### src/rtl/mem_bus_arbiter_pkg.sv
// rtl/mem_bus_arbiter_pkg.sv - shared state and owner encodings for the memory bus arbiter
package mem_bus_arbiter_pkg;

  typedef enum logic [1:0] {
    ST_ARB   = 2'd0,
    ST_ISSUE = 2'd1,
    ST_ACK   = 2'd2
  } arb_state_e;

  typedef enum logic {
    OWN_CPU = 1'b0,
    OWN_DMA = 1'b1
  } owner_e;

  function automatic owner_e other_owner(input owner_e o);
    return (o == OWN_CPU) ? OWN_DMA : OWN_CPU;
  endfunction

endpackage

### src/rtl/mem_bus_arbiter_if.sv
// rtl/mem_bus_arbiter_if.sv - requester and memory-side signal bundle for the arbiter
interface mem_bus_arbiter_if #(
  parameter int AWIDTH = 5,
  parameter int DWIDTH = 8
);
  logic              cpu_req;
  logic              cpu_we;
  logic [AWIDTH-1:0] cpu_addr;
  logic [DWIDTH-1:0] cpu_wdata;
  logic              cpu_gnt;
  logic              cpu_ack;
  logic [DWIDTH-1:0] cpu_rdata;
  logic              cpu_hold;

  logic              dma_req;
  logic              dma_we;
  logic [AWIDTH-1:0] dma_addr;
  logic [DWIDTH-1:0] dma_wdata;
  logic              dma_gnt;
  logic              dma_ack;
  logic [DWIDTH-1:0] dma_rdata;
  logic              dma_hold;

  logic [AWIDTH-1:0] mem_addr;
  logic [DWIDTH-1:0] mem_wdata;
  logic              mem_re;
  logic              mem_we;
  logic [DWIDTH-1:0] mem_rdata;

  modport slave (
    input  cpu_req, cpu_we, cpu_addr, cpu_wdata,
    output cpu_gnt, cpu_ack, cpu_rdata, cpu_hold,
    input  dma_req, dma_we, dma_addr, dma_wdata,
    output dma_gnt, dma_ack, dma_rdata, dma_hold,
    output mem_addr, mem_wdata, mem_re, mem_we,
    input  mem_rdata
  );

  modport master (
    output cpu_req, cpu_we, cpu_addr, cpu_wdata,
    input  cpu_gnt, cpu_ack, cpu_rdata, cpu_hold,
    output dma_req, dma_we, dma_addr, dma_wdata,
    input  dma_gnt, dma_ack, dma_rdata, dma_hold,
    input  mem_addr, mem_wdata, mem_re, mem_we,
    output mem_rdata
  );
endinterface

### src/rtl/mem_bus_arbiter_burst_counter.sv
// rtl/mem_bus_arbiter_burst_counter.sv - consecutive-grant counter, load-one or saturating increment
module arb_burst_counter #(
  parameter int MAX_BURST = 4
) (
  input  logic clk,
  input  logic rst,
  input  logic load_one_i,
  input  logic incr_i,
  output logic at_max_o
);
  localparam int CW = (MAX_BURST < 1) ? 1 : $clog2(MAX_BURST + 1);

  logic [CW-1:0] cnt_q, cnt_d;

  always_comb begin
    cnt_d = cnt_q;
    if (load_one_i) begin
      cnt_d = CW'(1);
    end else if (incr_i && (cnt_q != CW'(MAX_BURST))) begin
      cnt_d = cnt_q + CW'(1);
    end
  end

  always_ff @(posedge clk or negedge rst) begin
    if (!rst) begin
      cnt_q <= '0;
    end else begin
      cnt_q <= cnt_d;
    end
  end

  assign at_max_o = (cnt_q == CW'(MAX_BURST));

endmodule

### src/rtl/mem_bus_arbiter.sv
// rtl/mem_bus_arbiter.sv - two-requester single-port memory arbiter with burst-limited fairness
module mem_bus_arbiter
  import mem_bus_arbiter_pkg::*;
#(
  parameter int AWIDTH    = 5,
  parameter int DWIDTH    = 8,
  parameter int MAX_BURST = 4
) (
  input  logic           clk,
  input  logic           rst,
  mem_bus_arbiter_if.slave bus
);
  arb_state_e        state_q, state_d;
  owner_e            owner_q, owner_d;
  logic              cmd_we_q, cmd_we_d;
  logic [AWIDTH-1:0] cmd_addr_q, cmd_addr_d;
  logic [DWIDTH-1:0] cmd_wdata_q, cmd_wdata_d;
  logic              load_one, incr, at_max;
  logic              own_req, oth_req;
  logic              in_issue, in_ack, busy;
  logic              cpu_gnt, dma_gnt, cpu_ack, dma_ack;

  assign own_req = (owner_q == OWN_CPU) ? bus.cpu_req : bus.dma_req;
  assign oth_req = (owner_q == OWN_CPU) ? bus.dma_req : bus.cpu_req;

  // The last owner keeps the bus until it has used its burst while the other side waits.
  always_comb begin
    state_d     = state_q;
    owner_d     = owner_q;
    cmd_we_d    = cmd_we_q;
    cmd_addr_d  = cmd_addr_q;
    cmd_wdata_d = cmd_wdata_q;
    load_one    = 1'b0;
    incr        = 1'b0;
    unique case (state_q)
      ST_ARB: begin
        if (own_req && (!oth_req || !at_max)) begin
          incr    = 1'b1;
          state_d = ST_ISSUE;
        end else if (oth_req) begin
          owner_d  = other_owner(owner_q);
          load_one = 1'b1;
          state_d  = ST_ISSUE;
        end
        if (state_d == ST_ISSUE) begin
          if (owner_d == OWN_CPU) begin
            cmd_we_d    = bus.cpu_we;
            cmd_addr_d  = bus.cpu_addr;
            cmd_wdata_d = bus.cpu_wdata;
          end else begin
            cmd_we_d    = bus.dma_we;
            cmd_addr_d  = bus.dma_addr;
            cmd_wdata_d = bus.dma_wdata;
          end
        end
      end
      ST_ISSUE: state_d = ST_ACK;
      default:  state_d = ST_ARB;
    endcase
  end

  always_ff @(posedge clk or negedge rst) begin
    if (!rst) begin
      state_q     <= ST_ARB;
      owner_q     <= OWN_CPU;
      cmd_we_q    <= 1'b0;
      cmd_addr_q  <= '0;
      cmd_wdata_q <= '0;
    end else begin
      state_q     <= state_d;
      owner_q     <= owner_d;
      cmd_we_q    <= cmd_we_d;
      cmd_addr_q  <= cmd_addr_d;
      cmd_wdata_q <= cmd_wdata_d;
    end
  end

  arb_burst_counter #(.MAX_BURST(MAX_BURST)) u_burst_cnt (
    .clk        (clk),
    .rst        (rst),
    .load_one_i (load_one),
    .incr_i     (incr),
    .at_max_o   (at_max)
  );

  assign in_issue = (state_q == ST_ISSUE);
  assign in_ack   = (state_q == ST_ACK);
  assign busy     = in_issue | in_ack;
  assign cpu_gnt  = busy   & (owner_q == OWN_CPU);
  assign dma_gnt  = busy   & (owner_q == OWN_DMA);
  assign cpu_ack  = in_ack & (owner_q == OWN_CPU);
  assign dma_ack  = in_ack & (owner_q == OWN_DMA);

  assign bus.cpu_gnt   = cpu_gnt;
  assign bus.dma_gnt   = dma_gnt;
  assign bus.cpu_ack   = cpu_ack;
  assign bus.dma_ack   = dma_ack;
  assign bus.cpu_rdata = (cpu_ack && !cmd_we_q) ? bus.mem_rdata : '0;
  assign bus.dma_rdata = (dma_ack && !cmd_we_q) ? bus.mem_rdata : '0;
  // Gated by reset so every output reads 0 while reset is held.
  assign bus.cpu_hold  = rst & bus.cpu_req & ~cpu_gnt;
  assign bus.dma_hold  = rst & bus.dma_req & ~dma_gnt;

  assign bus.mem_addr  = cmd_addr_q;
  assign bus.mem_wdata = cmd_wdata_q;
  assign bus.mem_re    = in_issue & ~cmd_we_q;
  assign bus.mem_we    = in_issue &  cmd_we_q;

endmodule

### src/flat_wrapper.sv
// flat-port wrapper written by rule: the top's interface ports become plain ports
module mem_bus_arbiter_flat import mem_bus_arbiter_pkg::*;
#(
  parameter int AWIDTH    = 5,
  parameter int DWIDTH    = 8,
  parameter int MAX_BURST = 4
)
  (clk, rst, bus_cpu_req, bus_cpu_we, bus_cpu_addr, bus_cpu_wdata, bus_cpu_gnt, bus_cpu_ack, bus_cpu_rdata, bus_cpu_hold, bus_dma_req, bus_dma_we, bus_dma_addr, bus_dma_wdata, bus_dma_gnt, bus_dma_ack, bus_dma_rdata, bus_dma_hold, bus_mem_addr, bus_mem_wdata, bus_mem_re, bus_mem_we, bus_mem_rdata);
  mem_bus_arbiter_if #(.AWIDTH(AWIDTH), .DWIDTH(DWIDTH)) bus_i ();
  input  logic clk;
  input  logic rst;
  input wire logic [$bits(bus_i.cpu_req)-1:0] bus_cpu_req;
  input wire logic [$bits(bus_i.cpu_we)-1:0] bus_cpu_we;
  input wire logic [$bits(bus_i.cpu_addr)-1:0] bus_cpu_addr;
  input wire logic [$bits(bus_i.cpu_wdata)-1:0] bus_cpu_wdata;
  output wire logic [$bits(bus_i.cpu_gnt)-1:0] bus_cpu_gnt;
  output wire logic [$bits(bus_i.cpu_ack)-1:0] bus_cpu_ack;
  output wire logic [$bits(bus_i.cpu_rdata)-1:0] bus_cpu_rdata;
  output wire logic [$bits(bus_i.cpu_hold)-1:0] bus_cpu_hold;
  input wire logic [$bits(bus_i.dma_req)-1:0] bus_dma_req;
  input wire logic [$bits(bus_i.dma_we)-1:0] bus_dma_we;
  input wire logic [$bits(bus_i.dma_addr)-1:0] bus_dma_addr;
  input wire logic [$bits(bus_i.dma_wdata)-1:0] bus_dma_wdata;
  output wire logic [$bits(bus_i.dma_gnt)-1:0] bus_dma_gnt;
  output wire logic [$bits(bus_i.dma_ack)-1:0] bus_dma_ack;
  output wire logic [$bits(bus_i.dma_rdata)-1:0] bus_dma_rdata;
  output wire logic [$bits(bus_i.dma_hold)-1:0] bus_dma_hold;
  output wire logic [$bits(bus_i.mem_addr)-1:0] bus_mem_addr;
  output wire logic [$bits(bus_i.mem_wdata)-1:0] bus_mem_wdata;
  output wire logic [$bits(bus_i.mem_re)-1:0] bus_mem_re;
  output wire logic [$bits(bus_i.mem_we)-1:0] bus_mem_we;
  input wire logic [$bits(bus_i.mem_rdata)-1:0] bus_mem_rdata;
  assign bus_i.cpu_req = bus_cpu_req;
  assign bus_i.cpu_we = bus_cpu_we;
  assign bus_i.cpu_addr = bus_cpu_addr;
  assign bus_i.cpu_wdata = bus_cpu_wdata;
  assign bus_cpu_gnt = bus_i.cpu_gnt;
  assign bus_cpu_ack = bus_i.cpu_ack;
  assign bus_cpu_rdata = bus_i.cpu_rdata;
  assign bus_cpu_hold = bus_i.cpu_hold;
  assign bus_i.dma_req = bus_dma_req;
  assign bus_i.dma_we = bus_dma_we;
  assign bus_i.dma_addr = bus_dma_addr;
  assign bus_i.dma_wdata = bus_dma_wdata;
  assign bus_dma_gnt = bus_i.dma_gnt;
  assign bus_dma_ack = bus_i.dma_ack;
  assign bus_dma_rdata = bus_i.dma_rdata;
  assign bus_dma_hold = bus_i.dma_hold;
  assign bus_mem_addr = bus_i.mem_addr;
  assign bus_mem_wdata = bus_i.mem_wdata;
  assign bus_mem_re = bus_i.mem_re;
  assign bus_mem_we = bus_i.mem_we;
  assign bus_i.mem_rdata = bus_mem_rdata;
  mem_bus_arbiter #(.AWIDTH(AWIDTH), .DWIDTH(DWIDTH), .MAX_BURST(MAX_BURST)) u_core (.clk(clk), .rst(rst), .bus(bus_i));
endmodule
### config.mk
export PLATFORM = sky130hd
export DESIGN_NAME = mem_bus_arbiter_flat
export DESIGN_NICKNAME = d
export VERILOG_FILES = /design/src/rtl/mem_bus_arbiter_pkg.sv /design/src/rtl/mem_bus_arbiter_if.sv /design/src/rtl/mem_bus_arbiter_burst_counter.sv /design/src/rtl/mem_bus_arbiter.sv /design/src/flat_wrapper.sv
export SDC_FILE = /design/constraint.sdc
export NUM_CORES = 1
export LEC_CHECK = 0
export CORE_MARGIN = 4
export CORE_UTILIZATION = 30
export CTS_BUF_LIST = sky130_fd_sc_hd__clkbuf_8
export CTS_CLUSTER_DIAMETER = 60
export CTS_CLUSTER_SIZE = 10
export DETAILED_ROUTE_END_ITERATION = 8
export GPL_TIMING_DRIVEN = 0
export PLACE_DENSITY = 0.72
export SETUP_SLACK_MARGIN = 0.02
export SYNTH_ARGS = -nofsm -noshare
export SYNTH_HDL_FRONTEND = slang
export SYNTH_SLANG_ARGS = --single-unit
### constraint.sdc
create_clock -name clk -period 3.83 [get_ports clk]
set_input_delay 0.5745 -clock clk [delete_from_list [all_inputs] [get_ports clk]]
set_output_delay 0.5745 -clock clk [all_outputs]
set_load 0.005 [all_outputs]
==> results of run 1 <==
## final cells by class
| cell class | count | area, um^2 |
|---|---|---|
| fillers | 380 | 1890 |
| well taps | 50 | 62.6 |
| plain buffers | 5 | 52.6 |
| clock buffers | 3 | 41.3 |
| flip-flops and latches | 20 | 500 |
| multi-input cells | 96 | 686 |
| clock inverters | 1 | 30.0 |
| inverters | 4 | 15.0 |
| repair buffers | 75 | 751 |
## report_power, final
| group | total (mW) | switching [mW] | internal, mW |
|---|---|---|---|
| registers | 0.378 | 0.0604 | 0.318 |
| logic | 0.797 | 0.333 | 0.464 |
| clock network | 0.214 | 0.0743 | 0.140 |
## placed cells by master (no fill, tap or decap), types with 2 or more instances in the layout
master / n
sky130_fd_sc_hd__clkdlybuf4s50_1: 75
sky130_fd_sc_hd__dfrtp_1: 20
sky130_fd_sc_hd__nand2_1: 18
sky130_fd_sc_hd__and2_1: 17
sky130_fd_sc_hd__mux2i_1: 16
sky130_fd_sc_hd__o21ai_1: 9
sky130_fd_sc_hd__o21ai_0: 5
sky130_fd_sc_hd__ha_1: 5
sky130_fd_sc_hd__inv_1: 4
sky130_fd_sc_hd__nor2b_1: 4
sky130_fd_sc_hd__nor2_1: 4
sky130_fd_sc_hd__clkbuf_8: 3
sky130_fd_sc_hd__buf_6: 2
sky130_fd_sc_hd__and2b_2: 2
sky130_fd_sc_hd__and2_2: 2
sky130_fd_sc_hd__buf_2: 2
sky130_fd_sc_hd__mux2_2: 2
sky130_fd_sc_hd__xnor2_1: 2
## worst paths after layout
path | startpoint | end | slack [ns] | depth (start not counted)
worst max-delay path | rst | bus_cpu_hold | 0.77 | 4
worst min-delay path | u_core.bus.mem_wdata[3] | u_core.bus.mem_wdata[3] | 0.49 | 2
worst max register to register | u_core.u_burst_cnt.cnt_q[0] | u_core.bus.mem_wdata[0] | 2.10 | 7
worst min register to register | u_core.bus.mem_wdata[3] | u_core.bus.mem_wdata[3] | 0.49 | 2
max in group asynchronous | rst | u_core.state_q[0] | 2.37 | 1
min in group asynchronous | rst | u_core.bus.mem_wdata[2] | 0.85 | 1
## registers in the layout, summed over array words and instances, names as in the netlist
| register | count |
|---|---|
| u_core.bus.mem_addr | 5 |
| u_core.bus.mem_wdata | 8 |
| u_core.state_q | 2 |
| u_core.owner_q | 1 |
| u_core.cmd_we_q | 1 |
| u_core.u_burst_cnt.cnt_q | 3 |
## worst max-delay path, stage by stage
cell                              delay, ns
sky130_fd_sc_hd__clkdlybuf4s50_1       1.12
sky130_fd_sc_hd__nand2_1               0.13
sky130_fd_sc_hd__nor2_1                0.13
sky130_fd_sc_hd__clkdlybuf4s50_1       0.52
## per-stage QoR
stage / total power [mW] / worst slack (ns) / std cells / cell area (um^2)
floorplan: 0.808 / 2.09 / 125 / 1250
global placement: 1.18 / 0.744 / 250 / 2070
detailed placement: 1.20 / 0.701 / 250 / 2070
CTS: 1.41 / 0.699 / 254 / 2140
global route: 1.51 / 0.584 / 254 / 2140
finish: 1.39 / 0.770 / 254 / 2140
## cell families after synthesis
| logic type | synth area share (%) |
|---|---|
| compound gates | 11.1 |
| simple gates | 22.7 |
| xor+xnor | 1.40 |
| buf+inv | 5.39 |
| mux | 14.6 |
| fa+ha+maj | 4.99 |
| flops | 39.9 |
## metal layers
layer / vias to the layer above / wire length (um) / track usage, %
met5: - / 0 / 0
li1: 577 / - / -
met3: 5 / 366 / 3.86
met4: 0 / 32 / 3.69
met2: 57 / 1510 / 21.6
met1: 521 / 1310 / 14.0
==> impl_metrics.yaml, run 1 <==
status:
  run_status: "complete, no violations"
clock_network:
  cts_max_level: 1
  insertion_delay_ns: 0.26
  post_cts.resized_instances: 0
  clock-sinks: 20
  cts.hold.buffers_added: 0
  clk_pin_slew_ns: 0.08
  number_of_setup_buffers_added_after_cts: 0
  tritoncts.num_buffers: 3
  tritoncts: "built"
  cts_buffer_depth: 2
  cts_root_buffer: "sky130_fd_sc_hd__clkbuf_8"
synthesis:
  sequential_to_total_area_share_from_yosys_stat_pct: 39.9
  synthesis.nets: 170
  yosysMostFrequentCell: "sky130_fd_sc_hd__dfrtp_1"
  synthesis.area_per_instance_um2: 10.0
  syn_area_um2: 1250
  flip_flop_and_latch_count_after_synthesis: 20
  number_of_distinct_library_cells_after_synthesis: 27
  ys_warn_count: 0
  post_synth_top_area_share_pct: 39.9
  synthArstFlopShare_pct: 100
  synth_area_leader_cell: "sky130_fd_sc_hd__dfrtp_1"
  synth-edff-count: 0
  primary_flip_flop_cell_chosen_by_synthesis_mapping: "sky130_fd_sc_hd__dfrtp_1"
  postSynthCellCount: 125
  synth.top_cells.by_count: "sky130_fd_sc_hd__dfrtp_1, sky130_fd_sc_hd__nand2_1, sky130_fd_sc_hd__and2_1, sky130_fd_sc_hd__mux2i_1, sky130_fd_sc_hd__o21ai_1"
  synth_area_leaders: "sky130_fd_sc_hd__dfrtp_1, sky130_fd_sc_hd__mux2i_1, sky130_fd_sc_hd__and2_1"
drt:
  ant_nets: 0
  detailedRoute.firstPassIterationCount: 2
  total_number_of_vias: 1160
  wl_per_cell_um: 12.7
  drt_iter0_markers: 16
  drc_errors: 0
  overall_routed_net_length_mm: 3.21
  route.detailed.vias_per_inst: 4.57
setup_path:
  cp.required_ns: 3.26
  worst_setup_path_start_kind: "input port"
  timing.setup.critical_path_class: "in2out"
  critical_path_arrival_ns: 2.49
  worst_setup_path_end_kind: "primary output"
  timing.critical_path.fanout_max: 22
floorplanning:
  floorplan.rows: 23
  design.die.area_um2: 5280
  chipWidth_um: 72.6
  io_pins: 77
  chipHeight_um: 72.6
  core_region_area_um2: 4030
  initial_core_util_pct: 31.1
sta:
  hold_slack_ns: 0.489
  setup_viol_count_final: 0
  drv_slew: 0
  setup_total_negative_slack_ns: 0
  worst_slew_margin_rel_pct: 33.9
  skew_ns: 0.00588
  worst_pin_slew_ns: 0.989
  rsz0062_at_grt: "no"
  finalWorstPathRequiredPeriod_ns: 3.06
  max_freq_mhz: 327
  fin_crit_sh_pct: 79.9
  hold_viol_final: 0
placed_design:
  dp_hpwl_mm: 2.61
  gp_routability_congestion: 0.718
  io_buffers: 75
global_route:
  globalRouteOverflowTotal: 0
  first_pass_grt_wire_length_mm: 5.10
  grt_antenna_before_repair: 0
  grt_start_max_net_pins: 23
  number_of_global_route_vias_before_repair: 1124
  grtUsageTotal_pct: 12.2
power_and_ir_drop:
  power_density_nw_per_um2: 649
  highest_ir_drop_seen_on_vdd_mv: 0.248
  p_leak_nw: 0.941
final_layout:
  final_layout_size_suffix_gt1_share_pct: 8.82
  area_growth_syn_to_layout_pct: 70.6
  final_core_util_pct: 53.1
  layout.nets: 250
  number_of_antenna_diodes: 0
run:
  max_cap_viol_count: 0
hold_path:
  hp-class: "reg2reg"
Note: power is estimated with default switching activity, not from simulation.
==> run 2, diff against run 1 <==
Settings changed: PLACE_DENSITY 0.72 to 0.75.
Clock period 3.83 ns to 2.5 ns, I/O delays scaled along.
==> impl_metrics.yaml, run 2 (same netlist as run 1, synthesis figures left out) <==
status:
  run_status: "complete, no violations"
floorplanning:
  io_pins: 77
  initial_core_util_pct: 31.1
  floorplan.rows: 23
  core_region_area_um2: 4030
  design.die.area_um2: 5280
  chipHeight_um: 72.6
  chipWidth_um: 72.6
final_layout:
  number_of_antenna_diodes: 0
  commonest_non_fill_non_tap_cells_in_the_layout: "sky130_fd_sc_hd__clkdlybuf4s50_1, sky130_fd_sc_hd__dfrtp_1, sky130_fd_sc_hd__nand2_1, sky130_fd_sc_hd__and2_1, sky130_fd_sc_hd__mux2i_1"
  final_layout_size_suffix_gt1_share_pct: 10.3
  largest_register_ffs: 8
  area_growth_syn_to_layout_pct: 70.1
  post_layout_nonfiller_instances: 254
  layout_commonest_cell: "sky130_fd_sc_hd__clkdlybuf4s50_1"
  layout.nets: 250
  design_area_um2: 2130
  final_core_util_pct: 52.9
setup_path:
  timing.setup.critical_path_class: "reg2out"
  worst_setup_path_end_kind: "primary output"
  timing.critical_path.fanout_max: 8
  cp.required_ns: 2.12
  worst_setup_path_start_kind: "register"
  critical_path_arrival_ns: 1.89
drt:
  total_number_of_vias: 1162
  wl_per_cell_um: 12.3
  overall_routed_net_length_mm: 3.14
  routed.top_layer: "met4"
  drc_errors: 0
  ant_nets: 0
  route.detailed.vias_per_inst: 4.57
  met3_wirelength_um: 358
  drt_iter0_markers: 36
  met2WireLength_mm: 1.59
  wl_met1_mm: 1.17
  detailedRoute.firstPassIterationCount: 4
sta:
  fin_crit_sh_pct: 90.7
  rsz0062_at_grt: "no"
  hold_slack_ns: 0.0912
  setup_total_negative_slack_ns: 0
  finalWorstPathRequiredPeriod_ns: 2.27
  setup_viol_count_final: 0
  skew_ns: 0.00193
  worst_pin_slew_ns: 0.540
  worst_slew_margin_rel_pct: 64.0
  max_freq_mhz: 441
  min_setup_slack_post_route_ns: 0.232
  drv_slew: 0
  hold_viol_final: 0
clock_network:
  cts_buffer_depth: 2
  tritoncts.num_buffers: 3
  cts_root_buffer: "sky130_fd_sc_hd__clkbuf_8"
  number_of_setup_buffers_added_after_cts: 0
  clk_pin_slew_ns: 0.07
  cts_max_level: 1
  tritoncts: "built"
  cts.hold.buffers_added: 0
  insertion_delay_ns: 0.25
  clock-sinks: 20
power_and_ir_drop:
  power_density_nw_per_um2: 962
  p_leak_nw: 0.936
  highest_ir_drop_seen_on_vdd_mv: 0.402
  power.total_mw: 2.05
placed_design:
  place_ws_ns: -0.206
  dp.cells: 250
  dp_hpwl_mm: 2.60
  placed_cell_area_um2: 2070
  gp_routability_congestion: 0.742
  io_buffers: 75
global_route:
  grtUsageTotal_pct: 12.1
  number_of_global_route_vias_before_repair: 1106
  globalRouteOverflowTotal: 0
  grt_antenna_before_repair: 0
  grt_start_max_net_pins: 23
  first_pass_grt_wire_length_mm: 5.07
hold_path:
  hp-class: "in2async"
run:
  max_cap_viol_count: 0
## run 2: cell count changes in the layout (fill, tap and decap cells not counted)
cell                              delta
sky130_fd_sc_hd__nor2b_4             +2
sky130_fd_sc_hd__clkbuf_2            +1
sky130_fd_sc_hd__bufinv_16           -1
sky130_fd_sc_hd__clkbuf_8            +1
sky130_fd_sc_hd__clkdlybuf4s50_1     -1
sky130_fd_sc_hd__nor2b_1             -2
## run 2: critical path, cell delays in order (launching register included)
cell and delay, ns:
sky130_fd_sc_hd__dfrtp_1 0.41, sky130_fd_sc_hd__inv_1 0.09, sky130_fd_sc_hd__ha_1 0.15, sky130_fd_sc_hd__and2b_2 0.15, sky130_fd_sc_hd__nor2b_4 0.20, sky130_fd_sc_hd__and2_1 0.15
sky130_fd_sc_hd__clkdlybuf4s50_1 0.49
## run 2: final cells by class
class	instances	area (um^2)
flip-flops and latches	20	500
clock buffers	4	55.1
inverters	4	15.0
well taps	50	62.6
fillers	396	1900
plain buffers	5	52.6
multi-input cells	96	701
repair buffers	75	746
## run 2: power by group
group / total [mW] / internal [mW] / switching (mW)
Clock: 0.238 / 0.140 / 0.0986
Combinational: 1.23 / 0.718 / 0.508
Sequential: 0.587 / 0.487 / 0.0999
## run 2: per-layer routing
| metal | GRT usage (%) | vias up |
|---|---|---|
| li1 | - | 574 |
| met1 | 13.5 | 537 |
| met2 | 22.1 | 49 |
| met3 | 4.55 | 2 |
| met4 | 1.84 | 0 |
| met5 | 0 | - |
## run 2: final timing paths
kind | startpoint | endpoint | slack (ns) | depth (start not counted)
worst max-delay path | u_core.state_q[0] | bus_cpu_rdata[5] | 0.23 | 6
worst min-delay path | rst | u_core.bus.mem_addr[0] | 0.09 | 1
worst max register to register | u_core.u_burst_cnt.cnt_q[0] | u_core.bus.mem_addr[1] | 0.74 | 7
worst min register to register | u_core.bus.mem_addr[4] | u_core.bus.mem_addr[4] | 0.48 | 2
max in group asynchronous | rst | u_core.u_burst_cnt.cnt_q[2] | 2.05 | 1
min in group clk | bus_dma_req | u_core.state_q[0] | 0.39 | 2
## run 2: what timing repair did
action / CTS / global route
gates resized for setup: 2 / 5
pin swaps: 0 / 0
cloned: 0 / 0
setup endpoints to repair: 10 / 18
==> run 3, diff against run 2 <==
Settings changed: CORE_MARGIN 4 to not set, SETUP_SLACK_MARGIN 0.02 to 0.05.
==> impl_metrics.yaml, run 3 (same netlist as run 1, synthesis figures left out) <==
final_layout:
  layout.nets: 250
  layout_commonest_cell: "sky130_fd_sc_hd__clkdlybuf4s50_1"
  multi_input_comb_area_um2: 696
  final-seq-area_um2: 500
  fill_cells: 353
  largest_register_ffs: 8
  number_of_antenna_diodes: 0
  commonest_non_fill_non_tap_cells_in_the_layout: "sky130_fd_sc_hd__clkdlybuf4s50_1, sky130_fd_sc_hd__dfrtp_1, sky130_fd_sc_hd__nand2_1, sky130_fd_sc_hd__and2_1, sky130_fd_sc_hd__mux2i_1"
  post_layout_nonfiller_instances: 254
  final_layout_size_suffix_gt1_share_pct: 10.3
  area_growth_syn_to_layout_pct: 71.0
sta:
  worst_pin_slew_ns: 0.543
  drv_slew: 0
  min_setup_slack_post_route_ns: 0.194
  hold_viol_final: 0
  max_freq_mhz: 434
  finalWorstPathRequiredPeriod_ns: 2.31
  fin_crit_sh_pct: 92.3
  rsz0062_at_grt: "yes"
  skew_ns: 0.00476
  setup_viol_count_final: 0
  worst_slew_margin_rel_pct: 63.8
global_route:
  first_pass_grt_wire_length_mm: 4.73
  grtUsageTotal_pct: 14.0
  grt_antenna_before_repair: 0
  number_of_global_route_vias_before_repair: 1086
  globalRouteOverflowTotal: 0
  grt_start_max_net_pins: 23
power_and_ir_drop:
  power.total_mw: 2.14
  sequentialPowerShare_pct: 27.4
  power.share.clock_pct: 15.2
  total_switching_power_mw: 0.720
  power_frac_comb_pct: 57.5
  highest_ir_drop_seen_on_vdd_mv: 0.474
  intPower_mw: 1.42
  p_leak_nw: 0.943
  switching_share_pct: 33.7
  power_density_nw_per_um2: 997
clock_network:
  cts_max_level: 1
  tritoncts.num_buffers: 3
  cts_root_buffer: "sky130_fd_sc_hd__clkbuf_8"
  tritoncts: "built"
  insertion_delay_ns: 0.26
  cts_buffer_depth: 2
  clk_pin_slew_ns: 0.08
  clock-sinks: 20
run:
  max_cap_viol_count: 0
drt:
  drt_iter0_markers: 18
  wl_per_cell_um: 11.5
  overall_routed_net_length_mm: 2.92
  total_number_of_vias: 1149
  drc_errors: 0
  detailedRoute.firstPassIterationCount: 3
  route.detailed.vias_per_inst: 4.52
  ant_nets: 0
hold_path:
  hp-class: "in2async"
setup_path:
  cp.required_ns: 2.12
  critPathBufInv: 2
  critical-path-top-delay-family: "buffers and inverters"
  path_cells: "inv_1 > ha_1 > and2_2 > nor2b_2 > and2_1 > clkdlybuf4s50_1"
  timing.critical_path.fanout_max: 8
  timing.setup.critical_path_class: "reg2out"
  critical_path.max_stage_delay_ns: 0.49
  worst_setup_path_start_kind: "register"
  r2r_slack_ns: 0.76
  critical_path_arrival_ns: 1.93
  r2r-end: "u_core.bus.mem_addr[2]"
  worst_setup_path_end_kind: "primary output"
  timing.critical_path.slowest_stage_cell: "sky130_fd_sc_hd__clkdlybuf4s50_1"
  reg2reg_from: "u_core.u_burst_cnt.cnt_q[0]"
  worstRegToRegCells: 7
floorplanning:
  io_pins: 77
  design.die.area_um2: 4440
  chipWidth_um: 66.6
  chipHeight_um: 66.6
  floorplan.rows: 23
  core_region_area_um2: 4000
  initial_core_util_pct: 31.3
status:
  run_status: "complete, no violations"
placed_design:
  place_ws_ns: -0.177
  gp_routability_congestion: 0.647
  dp.cells: 250
  dp_hpwl_mm: 2.33
  io_buffers: 75
==> run 3: cell count changes in the layout (fill, tap and decap cells not counted), sizes merged <==
cell and delta:
bufinv +1, clkbuf -1
==> run 3: worst max-delay path by stage <==
stage,endpoint,slack [ns],start,depth (start not counted)
2_1_floorplan,u_core.bus.mem_wdata[5],0.92,u_core.u_burst_cnt.cnt_q[0],7
3_3_place_gp,bus_dma_hold,-0.16,rst,4
3_5_place_dp,bus_cpu_hold,-0.18,rst,4
4_1_cts,bus_dma_rdata[1],0.05,u_core.state_q[0],6
5_1_grt,bus_dma_rdata[2],0.05,u_core.state_q[0],6
6_report,bus_dma_rdata[6],0.19,u_core.state_q[0],6
==> run 3: metrics by stage <==
stage | utilization [%] | cell area (um^2) | setup TNS (ns) | hold WS [ns]
after floorplan | - | 1250 | 0 | 0.0794
final | 53.6 | 2140 | 0 | 0.0814
after global routing | 53.6 | 2140 | 0 | 0.118
after CTS | 53.5 | 2140 | 0 | 0.384
after detailed placement | 51.7 | 2070 | -0.351 | 0.471
after global placement | 51.7 | 2070 | -0.312 | 0.464
==> run 3: layout make-up <==
cell class                 instances  area share (%)
buffer                             5            2.45
timing repair buffer              75            34.8
tap                               50            2.92
clock buffer                       3            1.93
clock inverter                     1            1.40
multi-input combinational         96            32.5
sequential                        20            23.4
inverter                           4           0.701
==> run 3: worst reg2reg max path: cells and delay by family, from the launching register on <==
| family | cells | cell delay (ns) |
|---|---|---|
| AO/OA/AOI/OAI | 2 | 0.41 |
| adder cells (fa/ha/maj) | 1 | 0.22 |
| buffers and inverters | 2 | 0.26 |
| flip-flops | 1 | 0.35 |
| multiplexers | 1 | 0.21 |
| AND/OR/NAND/NOR | 1 | 0.16 |
==> run 3: layer usage <==
metal | share of wire [%] | track usage (%)
met5 | 0 | 0
met4 | 0.96 | 5.59
met3 | 10 | 4.45
met2 | 49 | 23.7
met1 | 40 | 16.1
==> run 3: power by group through the flow <==
stage	clock [mW]	combinational, mW	sequential (mW)
after floorplan	0	0.653	0.586
after global placement	0	1.21	0.581
after detailed placement	0	1.24	0.588
after CTS	0.333	1.24	0.583
after global routing	0.348	1.37	0.606
final	0.324	1.23	0.585
==> run 3: what timing repair did <==
action / 4_1_cts / 5_1_grt
hold buffers: 0 / 0
pin swaps: 0 / 0
setup endpoints to repair: 10 / 14
gates resized for setup: 2 / 4
setup buffers: 0 / 0
